<file path="src/rtl/bas_controller.sv">
// Beetle-antennae-search sequencer: two antenna probes, one position update and one re-evaluation per iteration.
// Six cycles per iteration with zero waits; stalls indefinitely on dir_valid and eval_ack.
module bas_controller #(
  parameter int MAX_ITER    = 100,
  parameter int DECAY_SHIFT = 4
) (
  input  logic               clk,
  input  logic               rst_n,
  input  logic               start,
  input  logic signed [15:0] init_x,
  input  logic signed [15:0] init_y,
  input  logic signed [13:0] init_step,
  input  logic               dir_valid,
  input  logic signed [8:0]  dir_x_in,
  input  logic signed [8:0]  dir_y_in,
  output logic               dir_ready,
  output logic               eval_req,
  output logic signed [15:0] eval_x,
  output logic signed [15:0] eval_y,
  input  logic               eval_ack,
  input  logic signed [31:0] eval_odour,
  output logic signed [13:0] move,
  output logic signed [8:0]  dir_x,
  output logic signed [8:0]  dir_y,
  output logic signed [31:0] odour_left,
  output logic signed [31:0] odour_right,
  output logic signed [15:0] x,
  output logic signed [15:0] y,
  input  logic signed [15:0] updated_x,
  input  logic signed [15:0] updated_y,
  output logic               busy,
  output logic               done,
  output logic [9:0]         iter_count,
  output logic signed [15:0] best_x,
  output logic signed [15:0] best_y,
  output logic signed [31:0] best_odour
);

  typedef enum logic [3:0] {
    IDLE, EVAL_INIT, GET_DIR, EVAL_L, EVAL_R, UPDATE, EVAL_NEW, DECAY, DONE
  } state_t;

  state_t state;

  logic signed [8:0]  off_dir_x;
  logic signed [8:0]  off_dir_y;
  logic signed [22:0] prod_x;
  logic signed [22:0] prod_y;
  logic signed [13:0] off_x;
  logic signed [13:0] off_y;
  logic signed [13:0] step_load;
  logic signed [13:0] move_dec;
  logic signed [13:0] move_next;
  logic               dir_fire;
  logic               last_iter;

  assign dir_fire = dir_valid && dir_ready;

  // The left-antenna point is issued on the same edge that latches the direction,
  // so the offset must come straight from the direction input while in GET_DIR.
  assign off_dir_x = (state == GET_DIR) ? dir_x_in : dir_x;
  assign off_dir_y = (state == GET_DIR) ? dir_y_in : dir_y;
  assign prod_x    = 23'(move) * 23'(off_dir_x);
  assign prod_y    = 23'(move) * 23'(off_dir_y);
  assign off_x     = 14'(prod_x >>> 8);
  assign off_y     = 14'(prod_y >>> 8);

  assign step_load = (init_step <= 14'sd0) ? 14'sd1 : init_step;
  assign move_dec  = move - (move >>> DECAY_SHIFT);
  assign move_next = (move_dec < 14'sd1) ? 14'sd1 : move_dec;
  assign last_iter = (iter_count + 10'd1) == 10'(MAX_ITER);

  always_ff @(posedge clk or negedge rst_n) begin
    if (!rst_n) begin
      state       <= IDLE;
      busy        <= 1'b0;
      done        <= 1'b0;
      eval_req    <= 1'b0;
      eval_x      <= '0;
      eval_y      <= '0;
      dir_ready   <= 1'b0;
      move        <= '0;
      dir_x       <= '0;
      dir_y       <= '0;
      x           <= '0;
      y           <= '0;
      odour_left  <= '0;
      odour_right <= '0;
      best_x      <= '0;
      best_y      <= '0;
      best_odour  <= '0;
      iter_count  <= '0;
    end else begin
      done <= 1'b0;
      case (state)
        IDLE: begin
          if (start) begin
            x          <= init_x;
            y          <= init_y;
            move       <= step_load;
            iter_count <= '0;
            busy       <= 1'b1;
            eval_req   <= 1'b1;
            eval_x     <= init_x;
            eval_y     <= init_y;
            state      <= EVAL_INIT;
          end
        end
        EVAL_INIT: begin
          if (eval_ack) begin
            best_x     <= x;
            best_y     <= y;
            best_odour <= eval_odour;
            eval_req   <= 1'b0;
            dir_ready  <= 1'b1;
            state      <= GET_DIR;
          end
        end
        GET_DIR: begin
          if (dir_fire) begin
            dir_x     <= dir_x_in;
            dir_y     <= dir_y_in;
            dir_ready <= 1'b0;
            eval_req  <= 1'b1;
            eval_x    <= x - 16'(off_x);
            eval_y    <= y - 16'(off_y);
            state     <= EVAL_L;
          end
        end
        EVAL_L: begin
          if (eval_ack) begin
            odour_left <= eval_odour;
            eval_x     <= x + 16'(off_x);
            eval_y     <= y + 16'(off_y);
            state      <= EVAL_R;
          end
        end
        EVAL_R: begin
          if (eval_ack) begin
            odour_right <= eval_odour;
            eval_req    <= 1'b0;
            state       <= UPDATE;
          end
        end
        UPDATE: begin
          x        <= updated_x;
          y        <= updated_y;
          eval_req <= 1'b1;
          eval_x   <= updated_x;
          eval_y   <= updated_y;
          state    <= EVAL_NEW;
        end
        EVAL_NEW: begin
          if (eval_ack) begin
            // Strict compare: an equal odour keeps the earlier best point.
            if (eval_odour > best_odour) begin
              best_x     <= x;
              best_y     <= y;
              best_odour <= eval_odour;
            end
            eval_req <= 1'b0;
            state    <= DECAY;
          end
        end
        DECAY: begin
          move       <= move_next;
          iter_count <= iter_count + 10'd1;
          if (last_iter) begin
            state <= DONE;
          end else begin
            dir_ready <= 1'b1;
            state     <= GET_DIR;
          end
        end
        DONE: begin
          done  <= 1'b1;
          busy  <= 1'b0;
          state <= IDLE;
        end
        default: state <= IDLE;
      endcase
    end
  end

endmodule

</file>
<file path="config.mk">
export PLATFORM = sky130hd
export DESIGN_NAME = bas_controller
export DESIGN_NICKNAME = d
export VERILOG_FILES = /design/src/rtl/bas_controller.sv
export SDC_FILE = /design/constraint.sdc
export NUM_CORES = 1
export LEC_CHECK = 0
export BUFFER_PORTS_ARGS = -buffer_cell sky130_fd_sc_hd__buf_2
export CAP_MARGIN = 20
export CELL_PAD_IN_SITES_DETAIL_PLACEMENT = 1
export CELL_PAD_IN_SITES_GLOBAL_PLACEMENT = 1
export CORE_MARGIN = 3
export CORE_UTILIZATION = 49
export CTS_BUF_LIST = sky130_fd_sc_hd__clkbuf_4 sky130_fd_sc_hd__clkbuf_8
export DETAILED_ROUTE_END_ITERATION = 8
export PLACE_DENSITY_LB_ADDON = 0.1
export SKIP_CTS_REPAIR_TIMING = 1
export SLEW_MARGIN = 30
export SYNTH_ARGS = -nofsm -noshare
export SYNTH_HDL_FRONTEND = slang
export SYNTH_SLANG_ARGS = --single-unit
</file>
<file path="constraint.sdc">
create_clock -name clk -period 25.9 [get_ports clk]
set_input_delay 2.59 -clock clk [delete_from_list [all_inputs] [get_ports clk]]
set_output_delay 2.59 -clock clk [all_outputs]
set_load 0.02 [all_outputs]
</file>
==> key figures, run 1 <==
Yosys
  – Syn_area_per_cell: just under 10 sq um
  – Syn Inst Count: approximately 2.3k
  – Cell Area, Synth: between 20,000 and 25,000 sq um
  – Ys async rst share: 100.0%
  – Unique masters post-synth: 78
  – Seq/Total Area, Yosys: between 20 and 30%
  – Yosys warnings: 0
  – Leading cell type by number of instances after synthesis: dfrtp_1
  – EDFF count, synth: 0
  – Most common library cells after synthesis: 242 x dfrtp_1, 236 x inv_1, 231 x nor2_1
  – Ys flop type: dfrtp_1
  – Area leader, netlist: dfrtp_1
  – #FFs+latches synth: approximately 240
  – Top post-synthesis cells by area: dfrtp_1 28%, fa_1 19%, ha_1 9.1%
  – Share of the synthesized area in the top cell type: between 20% and 30%
  – Syn_nets: 2,775

Clocking
  – Clock-pin slew on the worst setup and hold paths: 0.06 ns
  – CTS tree: done
  – H-tree levels: 2
  – CTS Sinks: roughly 240
  – CTS Buf Count: 44
  – Worst-skew pair later-pin latency: about 0.61 ns
  – Root Buffer: clkbuf_8
  – Clock buffer depth: 3

Die
  – FP Rows: 76
  – Die Footprint: around 47,000 sq um
  – Die width: approximately 220 um
  – Ports: between 300 and 400
  – Initial Utilization: about half
  – Die Span Y: between 200 and 250 um
  – Core Area: roughly 44,000 sq um

STA
  – Final setup fails: 0
  – Final period utilization: between 40% and 50%
  – Worst setup margin: ~15 ns
  – Final Hold Viols: 0
  – Slew margin rel.: 33.34%
  – Slew Limit Fails: 0
  – Worst-Margin Slew: ~0.97 ns
  – Fmax: 94.42 MHz
  – Post-route minimum period: ~11 ns
  – Clk_skew: ~0.028 ns
  – Setup TNS: 0 ns
  – RSZ-0062 raised after global routing: false

Critical path
  – R2R Path End: eval_x[15]
  – CP dominant cell by count: fa_1
  – Worst Path Class, Setup: input port to flip-flop
  – Startpoint class of the critical path: input port
  – Reg2reg start: state[1]
  – CP bufs+invs: 4
  – Largest delay share family, worst path: adder cells
  – Critical path capture point type: flip-flop
  – CP max-delay cell: o41ai_1
  – R2R depth: 30
  – CP Data Arrival Time: between 10 and 15 ns
  – Req. time, crit path: ~26 ns
  – Crit Path Max Fanout: 14
  – Internal reg-to-reg setup slack: approximately 16 ns
  – CP max stage delay: around 0.67 ns

Route
  – Vias per cell: around 5.7
  – Pre-Repair DR Iteration Count: 5
  – Drt total wl: ~71,000 um
  – Iter 0 DRT Violations: 1,063
  – Remaining DRCs: 0
  – Via Count: around 18k
  – Final ANT Viol Nets: 0
  – Post-DR wirelength/cell: roughly 22 um

Min path
  – Tightest Hold Check Type: flip-flop to flip-flop
  – Hold wc startpoint: odour_right[0]
  – Hold Path Cell Cnt: 2
  – Hold endpoint: odour_right[0]

Placed design
  – GPL Wtd Cong: roughly 0.89
  – Detailed Place HPWL: roughly 55,000 um
  – Placement Cell Area: 24,290 sq um
  – Place WS: ~15 ns
  – PortBufs: 370

Layout
  – Share of post-route cells with drive strength above 1: roughly a quarter
  – Area grow syn2layout: 15.10%
  – Nets: around 3.1k
  – Fill count: about 5.1k
  – Design area: roughly 25,000 sq um

Run status
  – Outcome: completed

Global route
  – Pin count of the biggest net entering global routing: 108
  – Total Routing Usage GR: 30.28%
  – GRT Residual Overflow: 0
  – Global-route wire length before repair: about 110,000 um
  – Number of global-route vias before repair: around 20k
  – Initial antenna violation count: 6

Run
  – Number of max-cap violations: 0
[tightest hold or removal path, stage by stage, from the launching register on]
cell	delay, ns
dfrtp_1	0.34
nand2_1	0.05
o21ai_0	0.06
[metrics by stage]
stage / utilization (%) / cells / hold WS (ns)
finish: 57.82 / 3227 / 0.4987
global route: 57.82 / 3227 / 0.5158
CTS: 57.78 / 3223 / 0.5034
detailed placement: 55.78 / 3151 / 0.4835
global placement: 55.75 / 3151 / 0.4615
floorplan: - / 2278 / 0.5900
[layout make-up]
| class | instances | area [sq um] | area share, % |
|---|---|---|---|
| Antenna cell | 4 | 10.01 | 0.03975 |
| Clock buffer | 66 | 827.0 | 3.284 |
| Clock inverter | 6 | 43.79 | 0.1739 |
| Inverter | 241 | 904.6 | 3.592 |
| Multi-Input combinational cell | 1689 | 14560 | 57.83 |
| Sequential cell | 242 | 6056 | 24.05 |
| Tap cell | 585 | 732.0 | 2.907 |
| Timing Repair Buffer | 394 | 2046 | 8.123 |
[cell usage in the layout, fill, tap and decap left out, drive strengths merged, types with 7 or more instances in the layout]
master | Yosys | layout
buf | 13 | 394
dfrtp | 242 | 242
inv | 239 | 240
nor2 | 231 | 231
nand2 | 222 | 222
fa | 205 | 205
ha | 159 | 159
mux2 | 155 | 155
o21ai | 101 | 101
a21oi | 91 | 91
xnor2 | 69 | 69
clkbuf | 93 | 66
mux2i | 48 | 48
nand2b | 35 | 35
nor3 | 34 | 34
nand3 | 34 | 34
nor2b | 29 | 29
xor2 | 25 | 25
a21o | 25 | 25
a221oi | 18 | 18
a41oi | 18 | 18
nand4 | 15 | 15
or2 | 14 | 14
o21a | 13 | 13
a31oi | 12 | 12
and2 | 12 | 12
nor4 | 11 | 11
and3 | 9 | 9
a21boi | 8 | 8
a211oi | 8 | 8
o211ai | 7 | 7
[metal layers]
layer	global-route usage [%]	wire length, um	vias to the layer above
li1	-	-	8323
met1	39.84	30230	9335
met2	50.13	33690	576
met3	7.163	4722	136
met4	8.958	2025	4
met5	0	29	-
[logic make-up (layout without fill, tap and decap cells)]
family | count (synthesis) | count (layout) | share of synthesized area [%]
AND/OR/NAND/NOR | 672 | 672 | 13.90
adder cells (fa/ha/maj) | 364 | 364 | 27.85
AO/OA/AOI/OAI | 355 | 355 | 10.50
buffers and inverters | 347 | 707 | 5.999
flip-flops | 242 | 242 | 27.68
multiplexers | 203 | 203 | 10.17
XOR/XNOR | 95 | 95 | 3.900
other | 0 | 4 | 0
[state kept, by name, summed over array words and instances (netlist names), 4 cells and up]
signal and flops:
best_y 16, dir_y 9, dir_x 9, y 16
eval_y 16, best_x 16, odour_left 32, best_odour 32
move 14, iter_count 10, x 16, odour_right 32
eval_x 16, state 4
[worst max path at each step]
stage	start	to	slack [ns]	cells past startpoint
4_1_cts	dir_x_in[5]	eval_x[15]	15.16	29
6_report	dir_x_in[5]	eval_x[15]	15.31	29
3_3_place_gp	dir_y_in[5]	eval_y[15]	14.85	33
3_5_place_dp	dir_x_in[5]	eval_x[15]	14.54	29
5_1_grt	dir_x_in[5]	eval_x[15]	14.69	31
2_1_floorplan	dir_y_in[2]	eval_y[15]	15.88	34
Power of run 1 is not shown: default switching activity piles up to over one toggle a cycle in this logic, so the estimate is an artifact.
==> inputs of run 2 (changes only) <==
--- a/config.mk
+++ b/config.mk
@@ -10,7 +10,7 @@
 export CELL_PAD_IN_SITES_DETAIL_PLACEMENT = 1
 export CELL_PAD_IN_SITES_GLOBAL_PLACEMENT = 1
 export CORE_MARGIN = 3
-export CORE_UTILIZATION = 49
+export CORE_UTILIZATION = 46
 export CTS_BUF_LIST = sky130_fd_sc_hd__clkbuf_4 sky130_fd_sc_hd__clkbuf_8
 export DETAILED_ROUTE_END_ITERATION = 8
 export PLACE_DENSITY_LB_ADDON = 0.1
==> constraint.sdc (replaced) <==
create_clock -name clk -period 10 [get_ports clk]
set_input_delay 1 -clock clk [delete_from_list [all_inputs] [get_ports clk]]
set_output_delay 1 -clock clk [all_outputs]
set_load 0.02 [all_outputs]
==> key figures, run 2 (synthesized netlist as in run 1, its figures left out) <==
Global route
  – Total Routing Usage GR: between 20% and 30%
  – Number of global-route vias before repair: about 20k
  – GR Util met3: 5.831%
  – Grt met1 use: between 30% and 40%
  – Pin count of the biggest net entering global routing: roughly 130
  – Global routing's busiest layer: met2
  – GR Util met2: 46.13%
  – GRT Residual Overflow: 0
  – Initial antenna violation count: 3
  – Global-route wire length before repair: 112,900 um

Critical path
  – CP max stage delay: 0.55 ns
  – Req. time, crit path: ~11 ns
  – CP max-delay cell: fa_1
  – Startpoint class of the critical path: flip-flop
  – Critical path capture point type: flip-flop
  – Worst Path Class, Setup: flip-flop to flip-flop
  – CP Data Arrival Time: 9.97 ns
  – Crit Path Max Fanout: 14
  – CP dominant cell by count: fa_1

Route
  – Pre-Repair DR Iteration Count: 5
  – Vias per cell: roughly 5.6
  – Via Count: between 15k and 20k
  – Drt total wl: around 71,000 um
  – Remaining DRCs: 0
  – Final ANT Viol Nets: 0
  – Iter 0 DRT Violations: about 980
  – Post-DR wirelength/cell: 21.68 um

Min path
  – Tightest Hold Check Type: input port to asynchronous set/reset pin

Die
  – Die Span Y: ~220 um
  – Die Footprint: about 50,000 sq um
  – FP Rows: 79
  – Core Area: 46,750 sq um
  – Ports: 371
  – Initial Utilization: approximately 47%
  – Die width: 224.1 um

STA
  – Post-route minimum period: 9.461 ns
  – Slew Limit Fails: 0
  – Worst-Margin Slew: ~0.96 ns
  – Clk_skew: ~0.054 ns
  – Fmax: around 110 MHz
  – Final Hold Viols: 0
  – Final period utilization: a little over nine tenths
  – Final setup fails: 0
  – Slew margin rel.: ~36%

Layout
  – Non-filler instance count after layout: 3,277
  – Area grow syn2layout: 16.75%
  – Commonest non-fill, non-tap cell in the layout: buf_2
  – Nets: 3,126
  – Share of post-route cells with drive strength above 1: between 20% and 30%
  – Fill count: between 5k and 6k
  – Biggest regs: best_odour (32), odour_left (32), odour_right (32)
  – Commonest non-fill, non-tap cells in the layout: 369 x buf_2, 242 x dfrtp_1, 236 x inv_1, 228 x nor2_1, 222 x nand2_1

Placed design
  – Detailed Place HPWL: roughly 55,000 um
  – GPL Wtd Cong: just under 0.9
  – PortBufs: 370
  – Dpl cells: about 3.2k

Clocking
  – CTS tree: done
  – Root Buffer: clkbuf_8
  – Clock-pin slew on the worst setup and hold paths: ~0.07 ns
  – Worst-skew pair later-pin latency: between 0.6 and 0.7 ns
  – Clock buffer depth: 3
  – CTS Buf Count: 46
  – H-tree levels: 2
  – CTS Sinks: about 240

Run status
  – Outcome: completed

Run
  – Number of max-cap violations: 0
[run 2: cell types whose count changed in the layout (fill, tap and decap cells not counted), sizes merged]
cell,delta
buf,+15
bufinv,+2
clkbuf,+4
clkinv,+6
inv,+1
[run 2: critical path, delay by kind of cell (launching register included)]
family          cells  cell delay, ns
xor+xnor            3            0.65
simple gates        7            1.21
compound gates     10            2.15
buf+inv             7            1.18
fa+ha+maj           8            3.54
mux                 1            0.25
flops               1            0.37
[run 2: final cells by class]
class / instances / area [sq um] / area share (%)
Inverter: 241 / 904.6 / 3.541
Clock buffer: 70 / 888.4 / 3.478
Timing Repair Buffer: 409 / 2187 / 8.562
Antenna cell: 4 / 10.01 / 0.03918
Sequential cell: 242 / 6056 / 23.71
Clock inverter: 15 / 145.1 / 0.5682
Tap cell: 607 / 759.5 / 2.973
Multi-Input combinational cell: 1689 / 14590 / 57.13
[run 2: path summary, 6_finish.rpt]
check                      slack [ns]           start         endpoint  cells after the start
max                              0.54        state[3]       eval_x[12]                     36
min                              0.30           rst_n  odour_right[16]                      1
max reg2reg                      0.54        state[3]       eval_x[12]                     36
min reg2reg                      0.50  odour_left[26]   odour_left[26]                      1
max in group asynchronous        8.16           rst_n        eval_x[9]                      3
min in group clk                 0.50  odour_left[26]   odour_left[26]                      1
[run 2: metal layers]
| layer | wire length, um | vias up |
|---|---|---|
| met3 | 4295 | 107 |
| met4 | 1683 | 0 |
| met1 | 31470 | 9393 |
| met5 | 0 | - |
| met2 | 33590 | 536 |
| li1 | - | 8376 |
[run 2: per-stage QoR]
stage	cell area, sq um	utilization (%)	setup TNS, ns	setup slack [ns]	hold slack [ns]
after floorplan	21880	-	0	0.7135	0.5900
after global placement	24420	52.24	0	0.7446	0.4613
after detailed placement	24420	52.24	0	0.3655	0.4687
after CTS	25460	54.45	0	0.3128	0.4747
after global routing	25540	54.64	-0.001876	-0.001876	0.2959
final	25540	54.64	0	0.5394	0.2982
Power of run 2 is left out for the same reason.
==> inputs of run 3 (changes only) <==
--- a/config.mk
+++ b/config.mk
@@ -10,8 +10,9 @@
 export CELL_PAD_IN_SITES_DETAIL_PLACEMENT = 1
 export CELL_PAD_IN_SITES_GLOBAL_PLACEMENT = 1
 export CORE_MARGIN = 3
-export CORE_UTILIZATION = 46
+export CORE_UTILIZATION = 41
 export CTS_BUF_LIST = sky130_fd_sc_hd__clkbuf_4 sky130_fd_sc_hd__clkbuf_8
+export CTS_CLUSTER_DIAMETER = 40
 export DETAILED_ROUTE_END_ITERATION = 8
 export PLACE_DENSITY_LB_ADDON = 0.1
 export SKIP_CTS_REPAIR_TIMING = 1
==> constraint.sdc (replaced) <==
create_clock -name clk -period 8.45 [get_ports clk]
set_input_delay 0.845 -clock clk [delete_from_list [all_inputs] [get_ports clk]]
set_output_delay 0.845 -clock clk [all_outputs]
set_load 0.02 [all_outputs]
==> key figures, run 3 (synthesized netlist as in run 1, its figures left out) <==
STA
  – Final setup fails: 1
  – Worst setup margin: -0.02753 ns
  – Slew Limit Fails: 0
  – Slew margin rel.: between 30% and 40%
  – Clk_skew: approximately 0.027 ns
  – Post-route minimum period: approximately 8.5 ns
  – Final period utilization: 100.3%
  – Fmax: approximately 120 MHz
  – Worst-Margin Slew: between 0.9 and 1 ns
  – RSZ-0062 raised after global routing: true
  – Final Hold Viols: 0

Critical path
  – CP max stage delay: approximately 0.63 ns
  – Startpoint class of the critical path: flip-flop
  – Worst Path Class, Setup: flip-flop to flip-flop
  – CP max-delay cell: or4b_4
  – Internal reg-to-reg setup slack: -0.03 ns
  – Req. time, crit path: approximately 8.9 ns
  – Reg2reg start: state[3]
  – Critical path capture point type: flip-flop
  – CP bufs+invs: 5
  – Crit Path Max Fanout: 6
  – R2R Path End: eval_y[15]
  – R2R depth: 37
  – CP Data Arrival Time: around 9 ns
  – Largest delay share family, worst path: adder cells
  – CP dominant cell by count: fa_1

Route
  – Remaining DRCs: 0
  – Drt total wl: 73,780 um
  – Vias per cell: about 5.4
  – Iter 0 DRT Violations: 743
  – Post-DR wirelength/cell: 21.17 um
  – Pre-Repair DR Iteration Count: 5
  – Via Count: 18.79k
  – Final ANT Viol Nets: 0

Layout
  – Share of post-route cells with drive strength above 1: roughly a third
  – Commonest non-fill, non-tap cell in the layout: buf_2
  – Nets: roughly 3.3k
  – Non-filler instance count after layout: 3,485
  – Commonest non-fill, non-tap cells in the layout: 369 x buf_2, 242 x dfrtp_1, 228 x inv_1, 220 x nor2_1, 214 x nand2_1
  – Biggest regs: best_odour (32), odour_left (32), odour_right (32)
  – Area grow syn2layout: 25.91%

Placed design
  – PortBufs: 370
  – GPL Wtd Cong: 0.8658
  – Detailed Place HPWL: around 57,000 um
  – Place WS: -0.2898 ns
  – Dpl cells: between 3k and 4k

Clocking
  – CTS tree: done
  – Clock buffer depth: 3
  – CTS Sinks: about 240
  – H-tree levels: 2
  – Root Buffer: clkbuf_8
  – Worst-skew pair later-pin latency: approximately 0.63 ns
  – CTS Buf Count: 53
  – Clock-pin slew on the worst setup and hold paths: about 0.07 ns

Global route
  – GRT Residual Overflow: 0
  – Number of global-route vias before repair: approximately 20k
  – Total Routing Usage GR: between 20% and 30%
  – Initial antenna violation count: 3
  – Pin count of the biggest net entering global routing: 135
  – Global-route wire length before repair: 114,600 um

Run status
  – Outcome: finished with violations
  – Violated checks: setup timing

Die
  – Die Span Y: ~240 um
  – Die Footprint: between 50,000 and 60,000 sq um
  – Core Area: ~53,000 sq um
  – Initial Utilization: between 40 and 50%
  – Die width: roughly 240 um
  – FP Rows: 84
  – Ports: around 370

Min path
  – Tightest Hold Check Type: input port to asynchronous set/reset pin

Run
  – Number of max-cap violations: 0
[run 3: cell type report]
cell class | instances | area, sq um
diodes | 2 | 5.005
clock buffers | 75 | 950.9
clock inverters | 21 | 284.0
fillers | 6007 | 25110
inverters | 241 | 904.6
multi-input cells | 1689 | 15300
flip-flops and latches | 242 | 6056
well taps | 688 | 860.8
repair buffers | 527 | 3183
[run 3: worst max path at each step]
stage | cells past startpoint | slack, ns | to | startpoint
2_1_floorplan | 37 | 0.01 | eval_y[15] | state[2]
3_3_place_gp | 38 | -0.04 | eval_y[15] | state[2]
3_5_place_dp | 37 | -0.29 | eval_y[15] | state[2]
4_1_cts | 37 | -0.37 | eval_y[15] | state[2]
5_1_grt | 37 | -0.40 | eval_y[15] | state[3]
6_report | 37 | -0.03 | eval_y[15] | state[3]
[run 3: stage by stage]
step                      TNS [ns]  hold WS (ns)  area (sq um)  util [%]
final                     -0.02753        0.3100         27550     52.32
after global routing        -1.300        0.3405         27550     52.32
after CTS                   -1.519        0.3018         26450     50.23
after detailed placement   -0.9205        0.4652         25210     47.88
after global placement    -0.04134        0.4604         25210     47.88
after floorplan                  0        0.5494         22030         -
[run 3: metal layers]
metal / track usage, % / up-vias / wire (um)
li1: - / 8619 / -
met1: 35.58 / 9662 / 33460
met2: 41.23 / 397 / 35110
met3: 4.228 / 109 / 3279
met4: 6.395 / 0 / 1929
met5: 0 / - / 0
Power of run 3 is left out for the same reason.
